$ cat config.mk
export PLATFORM = sky130hd
export DESIGN_NAME = async_fifo_8b
export DESIGN_NICKNAME = d
export VERILOG_FILES = /design/src/rtl/async_fifo_pkg.sv /design/src/rtl/async_fifo_8b_mem.sv /design/src/rtl/async_fifo_8b.sv
export SDC_FILE = /design/constraint.sdc
export NUM_CORES = 1
export LEC_CHECK = 0
export CAP_MARGIN = 0
export CORE_UTILIZATION = 54
export CTS_CLUSTER_DIAMETER = 100
export DETAILED_ROUTE_END_ITERATION = 7
export HOLD_SLACK_MARGIN = 0.06
export PLACE_DENSITY = 0.75
export SLEW_MARGIN = 20
export SYNTH_ARGS = -nofsm -noshare
export SYNTH_HDL_FRONTEND = slang
export SYNTH_SLANG_ARGS = --single-unit
$ cat constraint.sdc
create_clock -name w_clk -period 1.1 [get_ports w_clk]
set_input_delay 0.22 -clock w_clk [delete_from_list [all_inputs] [get_ports w_clk]]
set_output_delay 0.22 -clock w_clk [all_outputs]
set_load 0.01 [all_outputs]
$ cat src/rtl/async_fifo_pkg.sv
// async_fifo_pkg: default FIFO geometry, flag thresholds and pointer/count width helpers.
package async_fifo_pkg;
    localparam int DATA_WIDTH      = 8;
    localparam int DEPTH           = 16;
    localparam int ALMOST_FULL_TH  = DEPTH - 2;
    localparam int ALMOST_EMPTY_TH = 2;

    function automatic int ptr_w(input int depth);
        return $clog2(depth);
    endfunction

    function automatic int cnt_w(input int depth);
        return $clog2(depth) + 1;
    endfunction
endpackage

$ cat src/rtl/async_fifo_8b_mem.sv
// fifo_mem: dual-port register array, synchronous write, asynchronous read.
module fifo_mem #(
    parameter int W     = 8,
    parameter int DEPTH = 16,
    parameter int AW    = $clog2(DEPTH)
) (
    input  logic          clk,
    input  logic          we,
    input  logic [AW-1:0] waddr,
    input  logic [W-1:0]  wdata,
    input  logic [AW-1:0] raddr,
    output logic [W-1:0]  rdata
);
    logic [W-1:0] mem_q [DEPTH];

    always_ff @(posedge clk) begin
        if (we) mem_q[waddr] <= wdata;
    end

    assign rdata = mem_q[raddr];
endmodule

$ cat src/rtl/async_fifo_8b.sv
// async_fifo_8b: single-clock byte FIFO with registered read data and five status flags.
// Define ASYNC_FIFO_FWFT_EN for first-word fall-through output.
module async_fifo_8b #(
    parameter int DATA_WIDTH      = async_fifo_pkg::DATA_WIDTH,
    parameter int DEPTH           = async_fifo_pkg::DEPTH,
    parameter int ALMOST_FULL_TH  = DEPTH - 2,
    parameter int ALMOST_EMPTY_TH = async_fifo_pkg::ALMOST_EMPTY_TH
) (
    input  logic                  w_clk,
    input  logic                  reset,
    input  logic [DATA_WIDTH-1:0] d_in,
    input  logic                  r_en,
    input  logic                  w_en,
    input  logic                  r_clk,
    output logic [DATA_WIDTH-1:0] d_out,
    output logic                  f_full_flag,
    output logic                  f_half_full_flag,
    output logic                  f_empty_flag,
    output logic                  f_almost_full_flag,
    output logic                  f_almost_empty_flag
);
    import async_fifo_pkg::*;

    localparam int PW = ptr_w(DEPTH);
    localparam int CW = cnt_w(DEPTH);

    logic [1:0]            sync_q, sync_d;
    logic                  rst_n;
    logic [PW-1:0]         wr_ptr_q, wr_ptr_d, rd_ptr_q, rd_ptr_d;
    logic [CW-1:0]         count_q, count_d;
    logic [DATA_WIDTH-1:0] rdata;
    logic                  do_wr, do_rd;
    logic                  unused_r_clk;

    assign unused_r_clk = r_clk;

    // Assert immediately, release two edges later so all state leaves reset together.
    always_ff @(posedge w_clk or negedge reset) begin
        if (!reset) sync_q <= '0;
        else        sync_q <= sync_d;
    end

    assign rst_n = sync_q[1];

    always_comb begin
        sync_d   = {sync_q[0], 1'b1};
        do_wr    = w_en && !f_full_flag;
        do_rd    = r_en && !f_empty_flag;
        wr_ptr_d = wr_ptr_q + PW'(do_wr);
        rd_ptr_d = rd_ptr_q + PW'(do_rd);
        count_d  = count_q + CW'(do_wr) - CW'(do_rd);
    end

    always_ff @(posedge w_clk or negedge rst_n) begin
        if (!rst_n) begin
            wr_ptr_q <= '0;
            rd_ptr_q <= '0;
            count_q  <= '0;
        end else begin
            wr_ptr_q <= wr_ptr_d;
            rd_ptr_q <= rd_ptr_d;
            count_q  <= count_d;
        end
    end

    fifo_mem #(.W(DATA_WIDTH), .DEPTH(DEPTH), .AW(PW)) u_mem (
        .clk   (w_clk),
        .we    (do_wr),
        .waddr (wr_ptr_q),
        .wdata (d_in),
        .raddr (rd_ptr_q),
        .rdata (rdata)
    );

`ifdef ASYNC_FIFO_FWFT_EN
    assign d_out = f_empty_flag ? '0 : rdata;
`else
    logic [DATA_WIDTH-1:0] d_out_q, d_out_d;

    always_comb d_out_d = do_rd ? rdata : d_out_q;

    always_ff @(posedge w_clk or negedge rst_n) begin
        if (!rst_n) d_out_q <= '0;
        else        d_out_q <= d_out_d;
    end

    assign d_out = d_out_q;
`endif

    assign f_full_flag         = count_q == CW'(DEPTH);
    assign f_half_full_flag    = count_q >= CW'(DEPTH / 2);
    assign f_empty_flag        = count_q == '0;
    assign f_almost_full_flag  = count_q >= CW'(ALMOST_FULL_TH);
    assign f_almost_empty_flag = count_q <= CW'(ALMOST_EMPTY_TH);
endmodule

==> summary.txt, run 1 <==
Status -> complete, but fails checks
Violated checks -> negative setup slack
DRC Markers -> 0
Dpl ws -> -0.944 ns
Final instance area -> 0.00843 mm2
Area growth syn-to-layout -> 37.9%
FP Rows -> 38
Clk Latency, worst-skew pair -> 0.42 ns
Distinct cells, synth -> 43
Fillcell total -> 560
Crit path to -> count_q[4]
Comb pwr share -> 41.4%
WP data required -> 1.40 ns
DR vias -> 3440
Htree depth -> 4
Number of synthesis warnings -> 0
Boundary Pins -> 26
Reg-to-reg slack, setup -> -0.92 ns
Starting Density -> 55.9%
Number of cells on the critical path -> 9
Total power -> 22.6 mW
Final ANT Viol Nets -> 0
First-pass GRT wire length -> 19700 um
DRT iter0 DRCs -> 248
Sequential power share -> 33.6%
Final setup fails -> 162
Worst vdd ir -> 1710 uV
WS Path Type -> flop to flop
Buf/Inv on CP -> 1
Period utilization -> 183%
Slowest cell on the critical path -> dfrtp_1
DR pass1 iterations -> 5
Post-synth EDFFs -> 128
Crit path max-delay family -> adder cells
Post-place instance area -> 0.00735 mm2
Cell area after synthesis -> 0.00612 mm2
Diode count -> 0
Clk pin slew, worst setup/hold paths -> 0.06 ns
Number of global-route vias before repair -> 3496
Worst setup path startpoint -> count_q[0]
Worst Hold Class -> flop to async pin
Die area -> 0.0118 mm2
Core Region -> 0.0109 mm2
Post-DP HPWL -> 8250 um
CTS tree -> yes
RSZ-0062 raised after global routing -> true
Die Ht -> 108 um
Synth Area per Inst -> 19.2 um2
Crit path cell chain -> buf_6, nor2_4, a31oi_4, xor2_1, ha_2, fa_2, a21oi_2, o21bai_1, xnor2_1
Hold Vio Cnt, Final -> 0
Finished Layout Cells -> 597
Syn Inst Count -> 318
Commonest non-fill, non-tap cell in the layout -> edfxtp_1
CTS max path bufs -> 2
Largest net degree at the start of global routing -> 25
Share of cells above drive strength 1 -> 47.7%
Vias per cell -> 5.76
Startpoint Class -> flop
Synth top area share -> 62.8%
Nets -> 471
Max Freq -> 496 MHz
Asr flop ratio synth -> 15.2%
P_int -> 15.4 mW
Routed wire length -> 13800 um
Power Density -> 2680 mW/mm2
Cells on worst reg2reg path -> 9
Ys flop type -> edfxtp_1
Worst r2r dst -> count_q[4]
Nets in the synthesized netlist -> 345
Seq/Total Area, Yosys -> 72.3%
Net Sw Power -> 7.19 mW
CP max FO -> 3
Worst Slack Setup Final -> -0.918 ns
GRT overflow -> 0
Antenna violations before repair -> 0
DIE WIDTH -> 108 um
Crit path capture type -> flop
RR Startpoint -> count_q[0]
Critical Path Max Stage Delay -> 0.41 ns
Clock root cell -> clkbuf_16
Largest cells by area after synthesis -> edfxtp_1, dfrtp_1, mux4_2
TritonCTS Buffers -> 17
Wire per inst -> 23.2 um
Number of port buffers -> 24
Clk pwr share -> 25.0%
CP Data Arrival Time -> 2.32 ns
Core Util, Final -> 77.1%
Routability cong. -> 0.767
Max Cap Viol -> 0
Sink Count -> 151
Synth area leader -> edfxtp_1
Inst Count DP -> 537
Pleak -> 3.04 nW
Sw frac -> 31.8%
Most frequent cells in the layout -> edfxtp_1, buf_4, dfrtp_1, buf_12, mux4_2
#FFs+latches synth -> 151
Max-slew violations -> 0
Clock skew -> 0.00904 ns
Global Route Usage Sum -> 24.3%
Final Critical Period -> 2.02 ns
-- how the worst min path moves through the flow --
stage	slack, ns	startpoint	depth (start not counted)	endpoint
2_1_floorplan	-0.08	reset	0	sync_q[0]
3_3_place_gp	0.23	sync_q[1]	1	count_q[2]
3_5_place_dp	0.24	sync_q[1]	1	count_q[4]
4_1_cts	0.25	sync_q[1]	1	count_q[4]
5_1_grt	0.27	sync_q[1]	1	count_q[4]
6_report	0.23	sync_q[1]	1	count_q[3]
-- cells by family after synthesis --
family,after synthesis,share of synthesized area [%]
xor gates and xnor gates,9,1.29
DFF,151,72.3
buffers and inverters,21,2.05
muxes,42,13.2
adders and majority gates,14,2.99
and+or+nand+nor,54,4.38
other,1,0.0613
AOI/OAI and AO/OA,26,3.81
-- sequential cells by signal (all words and copies together) (netlist names) --
name         cells
count_q          5
d_out            8
rd_ptr_q         4
u_mem.mem_q    128
wr_ptr_q         4
sync_q           2
-- what timing repair did --
item / 4_1_cts / 5_1_grt
setup buffers: 13 / 15
endpoints found under the hold margin: 2 / 0
cloned: 0 / 2
setup endpoints to repair: 162 / 162
hold buffers: 1 / 0
pin swaps: 4 / 16
gates resized for setup: 73 / 37
-- metrics by stage --
step / setup TNS, ns / hold WS, ns
after floorplan: -103.64 / -0.0756
after global placement: -124.02 / 0.225
after detailed placement: -125.17 / 0.241
after CTS: -110.98 / 0.246
after global routing: -128.32 / 0.272
final: -119.17 / 0.228
-- area by class of cell --
cell class                      count  area, um2  share of cell area [%]
Multi-Input combinational cell    146       1950                    23.2
Clock buffer                       18        429                    5.09
Clock inverter                     14        153                    1.81
Sequential cell                   151       4420                    52.4
Tap cell                          140        175                    2.08
Inverter                            6       22.5                   0.267
Timing Repair Buffer              122       1280                    15.2
-- per-layer routing --
metal  routed length [um]  global-route usage (%)
met5                    0                       0
met4                  340                    10.1
met3                  746                    6.51
met2                 7150                    39.0
met1                 5600                    31.6
-- synthesized netlist by cell type, drive strengths merged (5+ instances only) --
| library cell | number |
|---|---|
| buf | 12 |
| a221oi | 7 |
| ha | 13 |
| nor3 | 5 |
| dfrtp | 23 |
| nand2 | 5 |
| mux2i | 13 |
| mux4 | 28 |
| edfxtp | 128 |
| xor2 | 5 |
| nor2 | 23 |
| inv | 6 |
| o22ai | 7 |
-- power groups by stage --
stage,logic [mW],registers (mW),clock network [mW]
4_1_cts,8.27,7.57,5.69
3_3_place_gp,7.52,7.64,0
2_1_floorplan,4.61,7.67,0
5_1_grt,9.89,7.65,5.97
6_report,9.35,7.59,5.64
3_5_place_dp,7.70,7.69,0
Note: power is estimated with default switching activity, not from simulation.
==> run 2, diff against run 1 <==
- CORE_MARGIN: not set -> 4
- CTS_CLUSTER_DIAMETER: 100 -> 60
==> summary.txt, run 2 (same netlist as run 1, synthesis figures left out) <==
Diode count -> 0
Hold Vio Cnt, Final -> 0
Routed wire length -> 12900 um
DIE WIDTH -> 114 um
CP Data Arrival Time -> 2.28 ns
Biggest register -> u_mem.mem_q
Worst Slack Setup Final -> -0.881 ns
Starting Density -> 55.7%
Setup TNS -> -111.10 ns
Nets -> 466
WS Path Type -> flop to flop
Boundary Pins -> 26
GRT overflow -> 0
DR pass1 iterations -> 5
Power Density -> 2670 mW/mm2
Net Sw Power -> 6.50 mW
Number of port buffers -> 24
CTS tree -> yes
TritonCTS Buffers -> 17
Htree depth -> 4
Period utilization -> 180%
Violated checks -> negative setup slack
Global Route Usage Sum -> 22.1%
DRT iter0 DRCs -> 208
Post-DP HPWL -> 8010 um
Vias per cell -> 5.60
Wire per inst -> 21.8 um
Antenna violations before repair -> 0
Routability cong. -> 0.777
Pleak -> 2.99 nW
DR vias -> 3315
DRC Markers -> 0
Reg-to-reg slack, setup -> -0.88 ns
RSZ-0062 raised after global routing -> true
Max-slew violations -> 0
Die area -> 0.0131 mm2
Core Util, Final -> 74.7%
Clk pin slew, worst setup/hold paths -> 0.06 ns
Max Cap Viol -> 0
Worst r2r dst -> count_q[4]
Area growth syn-to-layout -> 34.2%
Commonest non-fill, non-tap cell in the layout -> edfxtp_1
Final ANT Viol Nets -> 0
Max Freq -> 505 MHz
Sequential power share -> 34.6%
Final Critical Period -> 1.98 ns
Number of global-route vias before repair -> 3588
Area of the multi-input gates -> 0.00181 mm2
Comb pwr share -> 37.6%
Sw frac -> 29.7%
P_int -> 15.4 mW
Cells on worst reg2reg path -> 9
Fillcell total -> 642
Startpoint Class -> flop
Worst setup path startpoint -> count_q[0]
Clock skew -> 0.0109 ns
Worst Hold Class -> flop to async pin
Share of cells above drive strength 1 -> 43.6%
Clk Latency, worst-skew pair -> 0.42 ns
Final setup fails -> 162
Status -> complete, but fails checks
Most frequent cells in the layout -> edfxtp_1, buf_4, dfrtp_1
Dpl ws -> -0.960 ns
CP max FO -> 3
Largest net degree at the start of global routing -> 25
Clock root cell -> clkbuf_16
Worst vdd ir -> 1600 uV
First-pass GRT wire length -> 20500 um
Crit path to -> count_q[4]
CTS max path bufs -> 2
Crit path capture type -> flop
FP Rows -> 38
RR Startpoint -> count_q[0]
Largest register FFs -> 128
WP data required -> 1.40 ns
FF/Latch Area -> 0.00442 mm2
Die Ht -> 114 um
Core Region -> 0.0110 mm2
Sink Count -> 151
Clk pwr share -> 27.7%
## run 2: cell count changes in the layout (fill, tap and decap cells not counted), sizes merged
cell           delta
buf               -4
bufinv            +2
inv               -2
clkdlybuf4s15     +1
clkinv            -1
clkinvlp          -1
## run 2: area by class of cell
cell class,count,share of cell area (%)
Sequential cell,151,53.9
Multi-Input combinational cell,146,22.0
Timing Repair Buffer,117,14.0
Clock buffer,20,5.57
Clock inverter,12,2.13
Tap cell,140,2.13
Inverter,6,0.274
## run 2: how the worst min path moves through the flow
stage / startpoint / end / slack [ns] / cells past startpoint
finish: sync_q[1] / count_q[4] / 0.22 / 1
floorplan: reset / sync_q[0] / -0.08 / 0
CTS: sync_q[1] / d_out[7] / 0.23 / 1
detailed placement: sync_q[1] / count_q[4] / 0.23 / 1
global placement: sync_q[1] / d_out[4] / 0.22 / 1
global route: sync_q[1] / d_out[4] / 0.25 / 1
## run 2: through the flow
step	total power, mW	hold slack (ns)	instances	instance area [um2]
2_1_floorplan	12.3	-0.0756	318	6330
3_3_place_gp	15.2	0.222	539	7330
5_1_grt	23.0	0.252	592	8210
3_5_place_dp	15.4	0.227	539	7330
6_report	21.9	0.216	592	8210
4_1_cts	21.8	0.231	585	8150
## run 2: metal layers
metal	wire length (um)	global-route usage, %	share of wire (%)
met4	249	8.79	1.9
met3	682	5.87	5.3
met5	0	0	0
met2	6900	36.5	53
met1	5080	28.2	39
## run 2: power groups by stage
stage                     clock [mW]  combinational (mW)  sequential (mW)
final                           6.07                8.24             7.58
after CTS                       6.16                8.08             7.56
after global routing            6.48                8.89             7.66
after global placement             0                7.59             7.62
after detailed placement           0                7.74             7.67
after floorplan                    0                4.61             7.67
## run 2: critical path: stages, from the launching register on
cell	delay (ns)
dfrtp_1	0.38
buf_4	0.15
nor2_2	0.16
a31oi_4	0.12
xor2_1	0.16
ha_2	0.19
fa_2	0.35
a21oi_2	0.13
o21bai_1	0.08
xnor2_1	0.13
## run 2: what timing repair did
item	in CTS	in global routing
pin swaps	10	3
endpoints found under the setup margin	162	162
endpoints found under the hold margin	2	0
gates resized for setup	69	9
buffers inserted	14	8
hold buffers	1	0
